[src/rtl/mul_serial.sv]
// Serial shift-add unsigned multiplier: one partial product per clock,
// DATA_W iterations per operation, full 2*DATA_W-bit exact product.
module mul_serial #(
    parameter int unsigned DATA_W = 8
) (
    input  logic                  clk,
    input  logic                  rst_n,
    input  logic                  start,
    input  logic [DATA_W-1:0]     op_a_i,
    input  logic [DATA_W-1:0]     op_b_i,
    output logic                  busy,
    output logic                  done,
    output logic [2*DATA_W-1:0]   product_o
);

    localparam int unsigned P_W   = 2 * DATA_W;
    localparam int unsigned CNT_W = $clog2(DATA_W + 1);

    typedef enum logic [1:0] {
        S_IDLE = 2'd0,
        S_RUN  = 2'd1,
        S_DONE = 2'd2
    } state_t;

    state_t              state_q;
    state_t              state_d;
    logic [DATA_W-1:0]   a_q;
    logic [DATA_W-1:0]   a_d;
    logic [P_W-1:0]      p_q;
    logic [P_W-1:0]      p_d;
    logic [CNT_W-1:0]    cnt_q;
    logic [CNT_W-1:0]    cnt_d;
    logic                busy_d;
    logic                done_d;
    logic                accept_c;
    logic [DATA_W:0]     sum_c;

    // Partial sum: upper half of P plus the multiplicand when the current multiplier bit is set
    always_comb begin
        sum_c = {1'b0, p_q[P_W-1:DATA_W]} + (p_q[0] ? {1'b0, a_q} : '0);
    end

    // Next-state, datapath update and registered-output decode
    always_comb begin
        state_d  = state_q;
        a_d      = a_q;
        p_d      = p_q;
        cnt_d    = cnt_q;
        accept_c = 1'b0;

        case (state_q)
            S_IDLE: begin
                if (start) begin
                    accept_c = 1'b1;
                end
            end
            S_RUN: begin
                // Start is ignored here; only the shift-add iteration advances
                p_d   = {sum_c, p_q[DATA_W-1:1]};
                cnt_d = cnt_q + CNT_W'(1);
                if (cnt_q == CNT_W'(DATA_W - 1)) begin
                    state_d = S_DONE;
                end
            end
            S_DONE: begin
                // Back-to-back: a start here reloads and reruns immediately
                if (start) begin
                    accept_c = 1'b1;
                end else begin
                    state_d = S_IDLE;
                end
            end
            default: begin
                state_d = S_IDLE;
            end
        endcase

        if (accept_c) begin
            a_d     = op_a_i;
            p_d     = {{DATA_W{1'b0}}, op_b_i};
            cnt_d   = '0;
            state_d = S_RUN;
        end

        busy_d = (state_d == S_RUN);
        done_d = (state_d == S_DONE);
    end

    // State, datapath and output registers with synchronous active-low reset
    always_ff @(posedge clk) begin
        if (!rst_n) begin
            state_q <= S_IDLE;
            a_q     <= '0;
            p_q     <= '0;
            cnt_q   <= '0;
            busy    <= 1'b0;
            done    <= 1'b0;
        end else begin
            state_q <= state_d;
            a_q     <= a_d;
            p_q     <= p_d;
            cnt_q   <= cnt_d;
            busy    <= busy_d;
            done    <= done_d;
        end
    end

    // Product register is exposed directly; it holds until the next accept
    assign product_o = p_q;

endmodule

[config.mk]
export PLATFORM = sky130hd
export DESIGN_NAME = mul_serial
export DESIGN_NICKNAME = d
export VERILOG_FILES = /design/src/rtl/mul_serial.sv
export SDC_FILE = /design/constraint.sdc
export NUM_CORES = 1
export LEC_CHECK = 0
export BUFFER_PORTS_ARGS = -buffer_cell sky130_fd_sc_hd__buf_4
export CAP_MARGIN = 0
export CORE_ASPECT_RATIO = 0.8
export CORE_UTILIZATION = 45
export CTS_CLUSTER_DIAMETER = 150
export DETAILED_ROUTE_END_ITERATION = 8
export MAX_ROUTING_LAYER = met4
export PLACE_DENSITY = 0.68
export SETUP_SLACK_MARGIN = 0.4
export SLEW_MARGIN = 20
export SYNTH_ARGS = -nofsm -noshare
export SYNTH_HDL_FRONTEND = slang
export SYNTH_SLANG_ARGS = --single-unit
[constraint.sdc]
create_clock -name clk -period 3.3 [get_ports clk]
set_input_delay 0.495 -clock clk [delete_from_list [all_inputs] [get_ports clk]]
set_output_delay 0.495 -clock clk [all_outputs]
set_load 0.01 [all_outputs]
==> flow_summary_export.csv, run 1 <==
group,metric,value,unit
outcome,outcome,"completed",
drt,dr.pass1.iters,4,
layout,register_area,640.6,sq um
synth,async_flop_share,0,
cts,clk_latency,0.28,ns
cts,cts_resized,0,
critical_path,reg2reg_setup_slack,1.09,ns
timing,drv_slew,0,
grt,grt_pass1_wl,6.168,mm
grt,grt_max_degree,27,
drt,vias_per_cell,5.527,
floorplan,dieArea,3944,sq um
synth,yosys_register_bits,32,
layout,multi_input_area,959.7,sq um
hold_path,hold_path.class,"input pin to register",
layout,n_fill_cell,320,
cts,holdBufCountCts,0,
layout,utilization,0.5894,
synth,synth.avg_cell_area,8.441,sq um
cts,numClockSinks,32,
critical_path,slowest_delay,0.44,ns
drt,drcViolationCount,0,
critical_path,required,3.52,ns
critical_path,crit_slowest_cell,"fa_1",
drt,num_vias,1509,
pwr,irDropWorstVdd,0.0003217,V
layout,diodes,0,
synth,synth_fp_nets,226,
timing,setup_viol,0,
critical_path,cp-start-kind,"register",
floorplan,ios,37,
cts,clk_pin_slew,0.07,ns
critical_path,worstPathMaxFanout,10,
critical_path,path_delay_family,"compound AO/OA/AOI/OAI gates",
job,maxCapViolCount,0,
synth,ys.flop_type,"dfxtp_1",
timing,fin_tns_setup,0,ns
synth,syn_inst,197,
pwr,p_leak,0.0009723,uW
grt,grt_pass1_vias,1416,
place,dp_hpwl,2.740,mm
drt,ant_nets,0,
timing,setup_ws,1.088,ns
timing,max_freq,452.1,MHz
timing,period_needed,2.212,ns
floorplan,initial_core_util,0.4791,
floorplan,die_w,69.97,um
synth,synth.distinct_cells,40,
layout,layout-drive-gt1-share,0.2078,
drt,totalWireLength,3.788,mm
grt,grt_antenna_before_repair,0,
cts,cts_tree,"built",
drt,avgRoutedWirePerCell,13.88,um
synth,synth_top_area_share,0.3853,
timing,rsz0062_at_grt,"false",
synth,synth.area.top_cells,"dfxtp_1 (39%), nand2_1 (9.7%), ha_1 (6.8%), o211a_1 (4.8%), and2_1 (4.1%)",
cts,clock_path_buffers,2,
place,port_buffers,36,
cts,clock-root-buffer,"clkbuf_8",
timing,worst_pin_slew,0.8902,ns
floorplan,core-area,3471,sq um
critical_path,crit_buf_inv,0,
grt,globalRouteOverflowTotal,0,
grt,track_usage,0.2048,
floorplan,die_h,56.37,um
critical_path,end_kind,"register",
floorplan,core.rowCount,19,
critical_path,arrival,2.43,ns
synth,yosysWarnings,0,
synth,synth-edff-count,0,
timing,finalCritPeriodShare,0.6703,
cts,numCtsBuffers,5,
layout,area_delta_synth_final,23.02,%
timing,relSlewSlack,0.4065,
layout,fin_nets,259,
critical_path,path_cells,"and2_1 -> ha_1 -> fa_1 -> a211oi_1 -> o21ai_1 -> a211o_1 -> nand3_1",
synth,synthesis.area,1663,sq um
synth,ys_seq_area_frac,0.3853,
cts,htree_levels,2,
drt,drt_iter0_drc,85,
cts,post-cts-setup-buffers,0,
timing,skew,0.006812,ns
timing,hold_viol_final,0,
place,place_congestion,0.8633,
synth,yosysTopAreaCell,"dfxtp_1",
critical_path,crit_type,"register to register",
pwr,power_density,448.5,nW/um^2
place,place_ws,1.137,ns
-- metal layers --
| layer | part of all wire | GRT usage | up-vias |
|---|---|---|---|
| li1 | - | - | 759 |
| met1 | 0.47 | 0.2382 | 700 |
| met2 | 0.47 | 0.3379 | 46 |
| met3 | 0.050 | 0.06822 | 4 |
| met4 | 0.0079 | 0.06000 | 0 |
| met5 | 0 | - | - |
-- cell usage after synthesis (2+ instances only) --
| master | n |
|---|---|
| dfxtp_1 | 32 |
| nand2_1 | 43 |
| a21boi_0 | 8 |
| a21oi_1 | 4 |
| nor4_1 | 2 |
| nand4_1 | 3 |
| nand2b_1 | 3 |
| buf_4 | 2 |
| nor2_1 | 12 |
| ha_1 | 9 |
| nor3_1 | 2 |
| nand3_1 | 13 |
| clkbuf_1 | 7 |
| and2_1 | 11 |
| o21ai_0 | 3 |
| xnor2_1 | 2 |
| a2111o_1 | 2 |
| o211a_1 | 8 |
| nor2b_1 | 3 |
| buf_2 | 2 |
| a211oi_1 | 3 |
| o21ai_1 | 3 |
| xor2_1 | 2 |
| o21a_1 | 2 |
-- cells by family after synthesis --
kind of cell | count (synthesis) | share of synthesized area
and+or+nand+nor | 95 | 0.2641
AOI/OAI and AO/OA | 44 | 0.2122
DFF | 32 | 0.3852
buffers and inverters | 12 | 0.03762
adders and majority gates | 10 | 0.07976
xor gates and xnor gates | 4 | 0.02107
-- layout by cell type (no fill, tap or decap), types with 2 or more instances in the layout --
cell and instances:
a21oi_1 4, o21ai_0 3, nand2_1 43, o21ai_1 3
buf_4 38, xor2_1 2, dfxtp_1 32, nor2_1 12
nand4_1 3, nand3_1 13, a21boi_0 8, ha_1 9
nand2b_1 3, clkbuf_8 5, a211oi_1 3, a2111o_1 2
nor4_1 2, xnor2_1 2, and2_1 11, nor3_1 2
o21a_1 2, nor2b_1 3, o211a_1 8
-- stage by stage --
step	instance area (sq um)	instances	power, uW	hold slack (ns)
2_1_floorplan	1663	197	506.7	0.4389
3_5_place_dp	1938	265	556.5	0.4550
5_1_grt	2046	273	961.3	0.4347
3_3_place_gp	1938	265	551.9	0.4544
4_1_cts	2046	273	925.1	0.4437
6_report	2046	273	917.6	0.4470
-- path summary, 6_finish.rpt --
| kind | from | to | cells after the start |
|---|---|---|---|
| worst min register to register | a_q[5] | a_q[5] | 2 |
| worst max-delay path | product_o[0] | product_o[13] | 7 |
| worst min-delay path | op_b_i[6] | product_o[6] | 2 |
| worst max register to register | product_o[0] | product_o[13] | 7 |
-- worst register-to-register path, cell delays in order, from the launching register on --
cell,delay (ns)
dfxtp_1,0.39
and2_1,0.18
ha_1,0.24
fa_1,0.44
a211oi_1,0.33
o21ai_1,0.17
a211o_1,0.31
nand3_1,0.08
-- flip-flops by register name, indices dropped and copies added (netlist names) --
signal,cells
state_q,2
a_q,8
busy,1
cnt_q,4
product_o,16
done,1
-- report_power, final --
group          switching [uW]  total (uW)  internal, uW  leakage [uW]
logic                    66.8         126          58.8      0.000655
registers                16.2         422           406      0.000262
clock network             146         370           224     0.0000552
-- area by class of cell --
| cell class | count | share of cell area |
|---|---|---|
| multi-input combinational | 153 | 0.4691 |
| sequential | 32 | 0.3131 |
| timing repair buffer | 38 | 0.1394 |
| clock buffer | 6 | 0.03547 |
| tap | 42 | 0.02569 |
| clock inverter | 2 | 0.01713 |
(Power assumes the default switching activity.)
==> run 2, diff against run 1 <==
--- a/config.mk
+++ b/config.mk
@@ -5,6 +5,7 @@
 export SDC_FILE = /design/constraint.sdc
 export NUM_CORES = 1
 export LEC_CHECK = 0
+export ABC_AREA = 1
 export BUFFER_PORTS_ARGS = -buffer_cell sky130_fd_sc_hd__buf_4
 export CAP_MARGIN = 0
 export CORE_ASPECT_RATIO = 0.8
==> constraint.sdc (replaced) <==
create_clock -name clk -period 2.1 [get_ports clk]
set_input_delay 0.315 -clock clk [delete_from_list [all_inputs] [get_ports clk]]
set_output_delay 0.315 -clock clk [all_outputs]
set_load 0.01 [all_outputs]
==> run 2 against run 1 <==
Compared with the run above:
- clock skew is 0.0028 ns lower
- combinational power is 99% higher
- wire length is 9.8% lower
- global-route usage is 1.8 points lower
- hold slack worse by 0.19 ns
- largest power group unchanged
- non-clock buffer count is 3 higher
- design area is 2.4% higher
- total power is 49% higher
- largest cell class unchanged
- synthesized area is 0.83% higher
- via count is 1.2% lower
==> flow_summary_export.csv, run 2 <==
group,metric,value,unit
synth,synthesis.area,1677,sq um
timing,relSlewSlack,0.7581,
floorplan,ios,37,
layout,finalInstanceArea,2096,sq um
synth,yosysWarnings,0,
synth,yosys_register_bits,32,
grt,grt_max_degree,19,
place,place_congestion,0.8810,
place,dpl_cell_area,1928,sq um
timing,drv_slew,0,
hold_path,hold_path.class,"input pin to register",
layout,stdcell_count,304,
timing,setup_viol,0,
synth,syn_inst,222,
cts,clock_path_buffers,2,
critical_path,arrival,1.84,ns
place,place_ws,0.3817,ns
place,dp_hpwl,2.452,mm
critical_path,worstPathMaxFanout,6,
synth,synthTopCellsByCount,"nand2_1 (55), dfxtp_1 (32), inv_1 (28)",
synth,synth.distinct_cells,31,
critical_path,required,2.32,ns
cts,htree_levels,2,
floorplan,initial_core_util,0.4798,
timing,rsz0062_at_grt,"true",
drt,avgRoutedWirePerCell,11.23,um
timing,finalCritPeriodShare,0.7692,
synth,synth_xor_area_frac,0.01045,
cts,clock-root-buffer,"clkbuf_8",
synth,ys_seq_area_frac,0.3821,
floorplan,core.rowCount,19,
drt,drt_iter0_drc,52,
grt,busiest_layer,"met2",
floorplan,die_h,56.60,um
synth,synth.area.mux_share,0,
cts,numClockSinks,32,
timing,fin_tns_setup,0,ns
drt,vias_per_cell,4.905,
job,maxCapViolCount,0,
drt,num_vias,1491,
pwr,irDropWorstVdd,0.0004665,V
drt,dr.pass1.iters,4,
floorplan,dieArea,3976,sq um
critical_path,r2r-start,"product_o[0]",
timing,skew,0.004009,ns
pwr,p_leak,0.001037,uW
layout,final_common_cell,"nand2_1",
synth,synth-edff-count,0,
synth,yosysTopAreaCell,"dfxtp_1",
synth,synthSimpleGateAreaFrac,0.3030,
layout,largest_register_ffs,16,
drt,drcViolationCount,0,
grt,grt_antenna_before_repair,0,
grt,use_met3,0.04309,
timing,hold_viol_final,0,
critical_path,cp-startpoint,"product_o[0]",
timing,setup_ws,0.4847,ns
cts,numCtsBuffers,5,
cts,cts_tree,"built",
layout,fin_nets,291,
critical_path,cp-endpoint,"product_o[11]",
grt,track_usage,0.1869,
synth,synth_top_area_share,0.3821,
place,place_inst,293,
timing,worst_pin_slew,0.3601,ns
grt,grt_pass1_wl,5.733,mm
place,port_buffers,36,
synth,synthAdderAreaFrac,0.07910,
outcome,outcome,"completed",
layout,diodes,0,
critical_path,regToRegEndpoint,"product_o[11]",
synth,ys.flop_type,"dfxtp_1",
synth,async_flop_share,0,
grt,met2_usage,0.2667,
cts,clk_pin_slew,0.06,ns
critical_path,rr_worst_depth,12,
layout,most-common-layout-cells,"nand2_1 (51), buf_4 (40), dfxtp_1 (31), inv_1 (26), nor2_1 (21)",
timing,max_freq,619.1,MHz
synth,synth.avg_cell_area,7.552,sq um
synth,synth-compound-area-share,0.1119,
timing,period_needed,1.615,ns
drt,totalWireLength,3.415,mm
synth,synth_fp_nets,251,
synth,synth_top_family_by_area,"simple AND/OR/NAND/NOR gates",
grt,grt_pass1_vias,1289,
grt,grtUsageMet1,0.2573,
layout,layout-drive-gt1-share,0.2710,
pwr,finalPower,1363,uW
floorplan,core-area,3495,sq um
critical_path,end_kind,"register",
layout,area_delta_synth_final,25.00,%
critical_path,reg2reg_setup_slack,0.48,ns
drt,ant_nets,0,
critical_path,crit_type,"register to register",
grt,globalRouteOverflowTotal,0,
pwr,power_density,650.2,nW/um^2
cts,clk_latency,0.28,ns
critical_path,cp-start-kind,"register",
synth,synth.area.top_cells,"dfxtp_1 (38%), nand2_1 (12%), ha_1 (6.7%), inv_1 (6.3%), nand3_1 (6.0%)",
synth,yosysMostFrequentCell,"nand2_1",
floorplan,die_w,70.25,um
run 2: changes by cell type in the layout (fill, tap and decap cells not counted), sizes merged, moves of 7 or more:
cell / change
nor2: +12
inv: +29
nand3: +7
and2: -11
nand2: +15
o211a: -8
a21boi: -8
run 2: cell families after synthesis:
group	Yosys count
adders and majority gates	10
and+or+nand+nor	112
DFF	32
AOI/OAI and AO/OA	29
buffers and inverters	37
xor gates and xnor gates	2
run 2: cell type report:
type | instances | area, sq um
multi-input cells | 153 | 907.1
repair buffers | 41 | 305.3
flip-flops and latches | 32 | 644.4
well taps | 42 | 52.55
inverters | 29 | 108.9
clock inverters | 1 | 5.005
fillers | 354 | 1399
clock buffers | 6 | 72.57
run 2: stage by stage:
stage | util | hold slack, ns
after floorplan | - | 0.4187
after global placement | 0.5517 | 0.4344
after detailed placement | 0.5517 | 0.4321
after CTS | 0.5743 | 0.2545
after global routing | 0.5997 | 0.2544
final | 0.5997 | 0.2586
run 2: power by group:
part / leakage (uW) / internal (uW) / switching, uW
clock: 0.0000410 / 225 / 210
combinational: 0.000733 / 115 / 135
sequential: 0.000263 / 647 / 30.1
run 2: critical path: stages, from the launching register on:
cell	delay, ns
dfxtp_4	0.36
nand2_2	0.06
inv_2	0.04
ha_4	0.15
fa_2	0.37
nand2_2	0.07
nand2_2	0.06
buf_4	0.13
nand2_1	0.05
nand2_1	0.05
nand3_1	0.07
o211ai_1	0.09
inv_1	0.06
run 2: worst min path at each step:
stage,depth (start not counted),slack (ns),start,to
3_5_place_dp,2,0.43,a_q[4],a_q[4]
4_1_cts,3,0.25,op_a_i[7],a_q[7]
5_1_grt,3,0.25,op_a_i[7],a_q[7]
2_1_floorplan,2,0.42,a_q[2],a_q[2]
6_report,3,0.26,op_a_i[7],a_q[7]
3_3_place_gp,2,0.43,a_q[0],a_q[0]
run 2: what timing repair did:
action / CTS / global route
setup endpoints to repair: 2 / 5
setup buffers: 0 / 4
pin swaps: 0 / 5
hold buffers: 0 / 0
gates resized for setup: 1 / 16
run 2: layer usage:
metal  part of all wire  wire length (um)  vias to the layer above
met2               0.44              1509                       29
met1               0.51              1752                      652
li1                   -                 -                      803
met5                  0                 0                        -
met4              0.012                40                        0
met3              0.033               112                        7
